===== src/rtl/mips_ctrl_pkg.sv =====
// mips_ctrl_pkg
// Shared definitions for the fetch-side control of the MIPS pipeline:
// the opcodes the fetch sequencer must recognise, the fetch state encoding,
// the bubble word and the sequential PC increment.
package mips_ctrl_pkg;

    localparam logic [5:0]  OP_RTYPE = 6'h00;
    localparam logic [5:0]  OP_LW    = 6'h23;
    localparam logic [5:0]  OP_SW    = 6'h2B;
    localparam logic [5:0]  OP_BEQ   = 6'h04;

    localparam logic [31:0] NOP_WORD = 32'h0;
    localparam logic [31:0] PC_STEP  = 32'd4;

    typedef enum logic [1:0] {
        RUN      = 2'd0,
        MEM_WAIT = 2'd1,
        BR_WAIT  = 2'd2
    } fetch_state_t;

    // Loads and stores share one stall window, so decode them together
    function automatic logic is_mem_op(input logic [5:0] op);
        return (op == OP_LW) || (op == OP_SW);
    endfunction

endpackage


===== src/rtl/fetch_stall_ctrl_stall_counter.sv =====
// stall_counter
// Loadable 4-bit down-counter shared by the MEM_WAIT and BR_WAIT windows.
// Ports:
//   i_clk       clock, rising edge
//   i_rst_n     asynchronous active-low reset (count -> 0)
//   i_load      load i_load_val (wins over i_dec)
//   i_load_val  value loaded when a wait window opens
//   i_dec       decrement by one; count holds when neither load nor dec
//   o_last      count is 1, i.e. this is the final cycle of the window
module stall_counter (
    input  logic       i_clk,
    input  logic       i_rst_n,
    input  logic       i_load,
    input  logic [3:0] i_load_val,
    input  logic       i_dec,
    output logic       o_last
);

    logic [3:0] r_cnt;

    // Never wraps below zero, so a stray decrement after the window closes is harmless
    always_ff @(posedge i_clk or negedge i_rst_n) begin
        if (!i_rst_n) begin
            r_cnt <= 4'd0;
        end else if (i_load) begin
            r_cnt <= i_load_val;
        end else if (i_dec && (r_cnt != 4'd0)) begin
            r_cnt <= r_cnt - 4'd1;
        end
    end

    assign o_last = (r_cnt == 4'd1);

endmodule


===== src/rtl/fetch_stall_ctrl.sv =====
// fetch_stall_ctrl
// Clocked fetch sequencer between the PC register and instruction memory.
// Each cycle it decides whether the PC advances and whether the fetched word
// or a NOP bubble is passed to decode. Loads/stores get a fixed bubble window,
// a BEQ holds fetch until it is resolved or its wait times out.
// Ports:
//   i_clk              clock, rising edge
//   i_rst_n            asynchronous active-low reset
//   i_instr_in         word read from instruction memory at current PC
//   i_stall_ext        external freeze (data memory busy), highest priority
//   i_branch_resolved  one-cycle pulse: pending BEQ outcome known
//   i_branch_taken     BEQ outcome, valid with i_branch_resolved
//   o_pc_write         PC register load enable
//   o_pc_addend        sequential increment (4 when advancing, else 0)
//   o_pc_sel_branch    select branch target as next PC
//   o_instr_out        word to decode, or NOP bubble
//   o_br_timeout_err   sticky flag: a branch wait expired
//   o_stall_cycles     saturating count of bubble cycles
module fetch_stall_ctrl
    import mips_ctrl_pkg::*;
#(
    parameter int MEM_STALL_CYCLES = 2,
    parameter int BR_TIMEOUT       = 4
) (
    input  logic        i_clk,
    input  logic        i_rst_n,
    input  logic [31:0] i_instr_in,
    input  logic        i_stall_ext,
    input  logic        i_branch_resolved,
    input  logic        i_branch_taken,
    output logic        o_pc_write,
    output logic [31:0] o_pc_addend,
    output logic        o_pc_sel_branch,
    output logic [31:0] o_instr_out,
    output logic        o_br_timeout_err,
    output logic [15:0] o_stall_cycles
);

    localparam logic [3:0] LP_MEM_LOAD = 4'(MEM_STALL_CYCLES);
    localparam logic [3:0] LP_BR_LOAD  = 4'(BR_TIMEOUT);

    fetch_state_t r_state;
    fetch_state_t w_next_state;
    logic         r_br_timeout_err;
    logic [15:0]  r_stall_cycles;

    logic [5:0]   w_opcode;
    logic         w_cnt_load;
    logic [3:0]   w_cnt_load_val;
    logic         w_cnt_dec;
    logic         w_cnt_last;
    logic         w_set_err;
    logic         w_bubble;

    assign w_opcode = i_instr_in[31:26];

    stall_counter u_stall_counter (
        .i_clk      (i_clk),
        .i_rst_n    (i_rst_n),
        .i_load     (w_cnt_load),
        .i_load_val (w_cnt_load_val),
        .i_dec      (w_cnt_dec),
        .o_last     (w_cnt_last)
    );

    // Zero-latency decision on the current fetch. Reset and stall_ext both
    // force every output low; stall_ext also leaves state and count untouched,
    // which means a branch_resolved pulse arriving under stall_ext is lost.
    always_comb begin
        o_pc_write      = 1'b0;
        o_pc_addend     = 32'd0;
        o_pc_sel_branch = 1'b0;
        o_instr_out     = NOP_WORD;
        w_next_state    = r_state;
        w_cnt_load      = 1'b0;
        w_cnt_load_val  = 4'd0;
        w_cnt_dec       = 1'b0;
        w_set_err       = 1'b0;

        if (i_rst_n && !i_stall_ext) begin
            case (r_state)
                RUN: begin
                    o_pc_write  = 1'b1;
                    o_pc_addend = PC_STEP;
                    o_instr_out = i_instr_in;
                    if (is_mem_op(w_opcode)) begin
                        w_next_state   = MEM_WAIT;
                        w_cnt_load     = 1'b1;
                        w_cnt_load_val = LP_MEM_LOAD;
                    end else if (w_opcode == OP_BEQ) begin
                        w_next_state   = BR_WAIT;
                        w_cnt_load     = 1'b1;
                        w_cnt_load_val = LP_BR_LOAD;
                    end
                end
                MEM_WAIT: begin
                    w_cnt_dec = 1'b1;
                    if (w_cnt_last) begin
                        w_next_state = RUN;
                    end
                end
                BR_WAIT: begin
                    // Resolution wins over a timeout landing on the same cycle
                    if (i_branch_resolved) begin
                        o_pc_write      = 1'b1;
                        o_pc_sel_branch = i_branch_taken;
                        o_pc_addend     = i_branch_taken ? 32'd0 : PC_STEP;
                        w_next_state    = RUN;
                    end else begin
                        w_cnt_dec = 1'b1;
                        if (w_cnt_last) begin
                            o_pc_write   = 1'b1;
                            o_pc_addend  = PC_STEP;
                            w_set_err    = 1'b1;
                            w_next_state = RUN;
                        end
                    end
                end
                default: begin
                    w_next_state = RUN;
                end
            endcase
        end
    end

    // Any cycle out of reset where decode is not fed the fetched word is a bubble
    assign w_bubble = i_rst_n && (i_stall_ext || (r_state != RUN));

    always_ff @(posedge i_clk or negedge i_rst_n) begin
        if (!i_rst_n) begin
            r_state          <= RUN;
            r_br_timeout_err <= 1'b0;
            r_stall_cycles   <= 16'd0;
        end else begin
            r_state <= w_next_state;
            if (w_set_err) begin
                r_br_timeout_err <= 1'b1;
            end
            if (w_bubble && (r_stall_cycles != 16'hFFFF)) begin
                r_stall_cycles <= r_stall_cycles + 16'd1;
            end
        end
    end

    assign o_br_timeout_err = r_br_timeout_err;
    assign o_stall_cycles   = r_stall_cycles;

endmodule


===== config.mk =====
export PLATFORM = sky130hd
export DESIGN_NAME = fetch_stall_ctrl
export DESIGN_NICKNAME = d
export VERILOG_FILES = /design/src/rtl/mips_ctrl_pkg.sv /design/src/rtl/fetch_stall_ctrl_stall_counter.sv /design/src/rtl/fetch_stall_ctrl.sv
export SDC_FILE = /design/constraint.sdc
export NUM_CORES = 1
export LEC_CHECK = 0
export ABC_AREA = 1
export BUFFER_PORTS_ARGS = -buffer_cell sky130_fd_sc_hd__clkbuf_2
export CAP_MARGIN = 5
export CORE_MARGIN = 2
export CORE_UTILIZATION = 41
export CTS_CLUSTER_SIZE = 20
export DETAILED_ROUTE_END_ITERATION = 8
export PLACE_DENSITY = 0.87
export SYNTH_ARGS = -nofsm -noshare
export SYNTH_HDL_FRONTEND = slang
export SYNTH_SLANG_ARGS = --single-unit
export TNS_END_PERCENT = 1

===== constraint.sdc =====
create_clock -name i_clk -period 1.6 [get_ports i_clk]
set_input_delay 0.48 -clock i_clk [delete_from_list [all_inputs] [get_ports i_clk]]
set_output_delay 0.48 -clock i_clk [all_outputs]
set_load 0.05 [all_outputs]

* After elaboration in Yosys (flattened, before gate mapping) *
Index checks and enable logic that the tools add are counted.
Widths: inputs -> output; s select.

word-level totals
  latch bits = 0
  RAM bits = 0
  output and inout bits = 83
  input port bits = 37
  register bits = 23
  logic and storage cells = 61
  memories kept = 0
  memory bits (read-only) = 0

cells by class
  equality and inequality tests = 8
  bitwise gates (word level) = 0
  magnitude comparators = 0
  div/mod/pow operators = 0
  multipliers = 0
  reductions and logical operators = 12
  shift-type cells = 0
  multiplexer cells = 35
  add/subtract/negate cells = 2

operators with widths
  operator               count
  $mux 32                2
  $mux 3                 8
  $add 16x1->16 const B  1
  $ne 16x16->1 const B   1
  $mux 1                 15
  $eq 6x6->1 const B     2
  $mux 2                 4
  $mux 4                 2
  $eq 6x3->1 const B     1
  $pmux 2 s3             1
  $pmux 3 s2             1
  $eq 4x1->1 const B     1
  $logic_and 1x1->1      4
  $pmux 1 s2             2
  $reduce_bool 2->1      2
  $reduce_bool 4->1      1
  $sub 4x1->4 const B    1
  $ne 3x3->1 const B     1
  $eq 2x1->1 const B     1
  $eq 2x2->1 const B     1
  $logic_not 2->1        1
  $logic_or 1x1->1       2
  $reduce_and 2->1       1
  $logic_not 1->1        1

* Logic depth before layout (Yosys ltp) *
  depth after elaboration = 6
  gate-level depth with buffers = 10
  depth with buffers taken out = 9

* Cells and area by module *
A second synthesis with hierarchy kept.

second synthesis, totals
  cell total of the unflattened synthesis = 338
  area total of the unflattened synthesis = 2,115.8 um^2

by module, submodules not included
  module            sequential area each (um^2)  area an instance (um^2)  instances  cells each
  fetch_stall_ctrl  475.5                        1,834.3                  1          301
  stall_counter     100.1                        281.5                    1          37

* Worst setup path after synthesis *
Ideal clock, no wire load.

  path kind = reg-to-output
  start = register r_state[0]
  end = output port o_instr_out[0]
  required time = 1,120 ps
  setup slack = -610 ps
  data arrival time = 1,730 ps
  buffers on the path = 2
  cell stages (with the launch flop) = 7
  cell sequence = dfrtp_1 > inv_1 > ha_1 > buf_4 > clkbuf_1 > nand2_1 > nor2_1

between the ends
  longest elaborated chain between the ends = 3

RTL lines
  item                    RTL line                 RTL
  start, declared         fetch_stall_ctrl.sv:42   fetch_state_t r_state;
  start signal, assigned  fetch_stall_ctrl.sv:135  r_state <= w_next_state;
  $logic_not 2->1         fetch_stall_ctrl.sv:81   case (r_state)
  $mux 32                 fetch_stall_ctrl.sv:81
  $mux 32                 fetch_stall_ctrl.sv:80   if (i_rst_n && !i_stall_ext) begin
  end, declared           fetch_stall_ctrl.sv:34   output logic [31:0] o_instr_out,

No other way between the ends.

* Worst setup path in the final report *
  start = register r_state[0]
  end = output port o_instr_out[17]

The elaborated chain is that of the path after synthesis.

==> flow_summary.toml <==
[critical_path]
worstSetupPathType = "reg -> out"
cp.required_ns = 1.12
cpMaxStageDelayCell = "dfrtp_1"
critPathMaxStageDelay_ns = 0.41
rrSetupSlack_ns = 0.04
worst_ep_arrival_time_ns = 1.53
worstPathMaxFanout = 8
cp-end-kind = "output pin"
start_kind = "flop"
path_cells = "inv_2 > ha_4 > buf_6 > clkbuf_16 > nand2_2 > nor2_4 > buf_12"

[sta]
layout_setup_ws_ns = -0.408
hold_violations = 0
rsz0062_at_grt = "yes"
tns_ns = -12.35
fmax_mhz = 498
period_needed_ns = 2.01
drv_slew = 0
finalSetupViolCount = 35
clock_skew_ns = 0.00271
fin_crit_sh_pct = 125

[logic_synthesis]
ys_types = 25
synth-edff-count = 0
ys.flop_type = "dfrtp_1"
ys_seq_area_share_pct = 27.2
post-synth-top-area-cell = "dfrtp_1"
syn_area_um2 = 2120
synthCells = 346
avgSynthCellArea_um2 = 6.13
synth.area.top_cells = "dfrtp_1, nand2_1, buf_4"
synth.top_cell.area_share_pct = 27.2
async_reset_ff_share_pct = 100
synth.most_common_cell = "nand2_1"
synth_warnings = 0
yosys-top-cells-count = "nand2_1, nor2_1, buf_4"
synth_seq_cells = 23

[placed_design]
postPlaceCellArea_um2 = 3070
gp_congestion = 0.854
dp_hpwl_mm = 4.71
numPortBuffers = 88

[grt]
grt_pass1_vias = 2449
grt_overflow = 0
antenna_found_initial = 0
grt_pass1_wl_mm = 11.3
grt_max_degree = 24
gr-usage-all-layers_pct = 23.6

[layout]
post-route-util_pct = 72.5
num-nets-final = 507
drive_gt1_share_pct = 45.2
final_area_um2 = 3650
syn_to_final_growth_pct = 72.4
num_antenna_cells = 0
nFillCells = 351

[worst_hold_path]
hp-class = "in -> async"

[clock_tree]
cts_tree = "yes"
insertion_delay_ns = 0.27
cts_sinks = 23
root_buffer = "clkbuf_8"
cts_buffers = 3
h-tree-depth = 1
clk_pin_slew_ns = 0.08
clk_path_buf_depth = 2

[power_and_ir_drop]
p_leak_nw = 1.83
power_density_nw_per_um2 = 1230
ir_drop_mv = 0.815

[route]
vias_per_cell = 4.80
wl_per_cell_um = 14.2
dr.pass1.iters = 4
drc = 0
via_count = 2553
initialDrtViolationCount = 92
wl_mm = 7.58
ant_nets = 0

[job]
max-cap-violations = 0

[status]
failed_checks = "setup timing"
status = "complete, but fails checks"

[floorplanning]
placementRows = 26
start_util_pct = 42.0
die_area_um2 = 5760
core_um2 = 5040
die_w_um = 75.9
io_pins = 120
die_h_um = 75.9
==> what timing repair did <==
item / 4_1_cts / 5_1_grt
setup buffers: 4 / 3
resized for setup: 68 / 62
cloned: 1 / 1
pin swaps: 4 / 6
setup endpoints to repair: 55 / 59
hold buffers: 0 / 0
==> worst paths after layout <==
kind / startpoint / to / cells after the start
worst max-delay path: r_state[0] / o_instr_out[17] / 7
worst min-delay path: i_rst_n / o_stall_cycles[10] / 4
worst max register to register: r_state[0] / u_stall_counter.r_cnt[1] / 10
worst min register to register: o_br_timeout_err / o_br_timeout_err / 2
max in group asynchronous: i_rst_n / o_stall_cycles[0] / 4
min in group i_clk: o_br_timeout_err / o_br_timeout_err / 2
==> critical path: cells and delay by family, from the launching register on <==
family / cells / cell delay (ns)
adders and majority gates: 1 / 0.16
DFF: 1 / 0.41
buffers and inverters: 4 / 0.50
and+or+nand+nor: 2 / 0.18
==> layout make-up <==
cell class                 instances  area, um^2  area share (%)
sequential                        23         577            15.8
multi-input combinational        280        1660            45.3
clock inverter                     1        5.00           0.137
tap                               70        87.6            2.40
timing repair buffer             122        1160            31.8
clock buffer                       3        41.3            1.13
inverter                          33         124            3.39
==> where the power goes <==
part | total (mW) | internal (mW) | switching, mW
Clock | 0.370 | 0.174 | 0.196
Sequential | 0.809 | 0.694 | 0.115
Combinational | 3.30 | 1.28 | 2.02
==> registers in the layout, summed over array words and instances (netlist names) <==
signal                 count
r_state                    2
u_stall_counter.r_cnt      4
o_stall_cycles            16
o_br_timeout_err           1
==> placed cells by master (no fill, tap or decap), drive strengths merged <==
master / synthesis / final
conb: 1 / 31
dfrtp: 23 / 23
a21oi: 3 / 3
a22oi: 1 / 1
nor2: 64 / 64
nand4: 5 / 5
inv: 33 / 33
o31ai: 1 / 1
ha: 7 / 7
and2: 1 / 1
nand2: 135 / 135
nand3: 14 / 14
xnor2: 6 / 6
xor2: 3 / 3
clkbuf: 6 / 56
clkinv: 0 / 1
o21ai: 9 / 9
buf: 34 / 69
==> routing by layer <==
metal	GRT usage, %	wire length [um]	up-vias
met3	3.69	566	29
met5	0	0	-
met4	8.00	241	0
met2	44.0	3870	124
li1	-	-	1218
met1	27.3	2900	1182
==> logic make-up after synthesis <==
family,Yosys count,share of synthesized area [%]
AO/OA/AOI/OAI,14,3.72
adder cells (fa/ha/maj),7,4.13
other,1,0.177
XOR/XNOR,9,3.72
flip-flops,23,27.2
buffers and inverters,73,19.1
AND/OR/NAND/NOR,219,42.0
==> per-stage QoR <==
| step | cells | setup WS (ns) | hold slack, ns | power, mW |
|---|---|---|---|---|
| 2_1_floorplan | 376 | -0.214 | 0.184 | 2.64 |
| 3_3_place_gp | 519 | -0.194 | 0.469 | 3.22 |
| 3_5_place_dp | 519 | -0.236 | 0.490 | 3.29 |
| 4_1_cts | 528 | -0.391 | 0.510 | 4.02 |
| 5_1_grt | 532 | -0.452 | 0.541 | 4.71 |
| 6_report | 532 | -0.408 | 0.514 | 4.48 |
(Power assumes the default switching activity.)
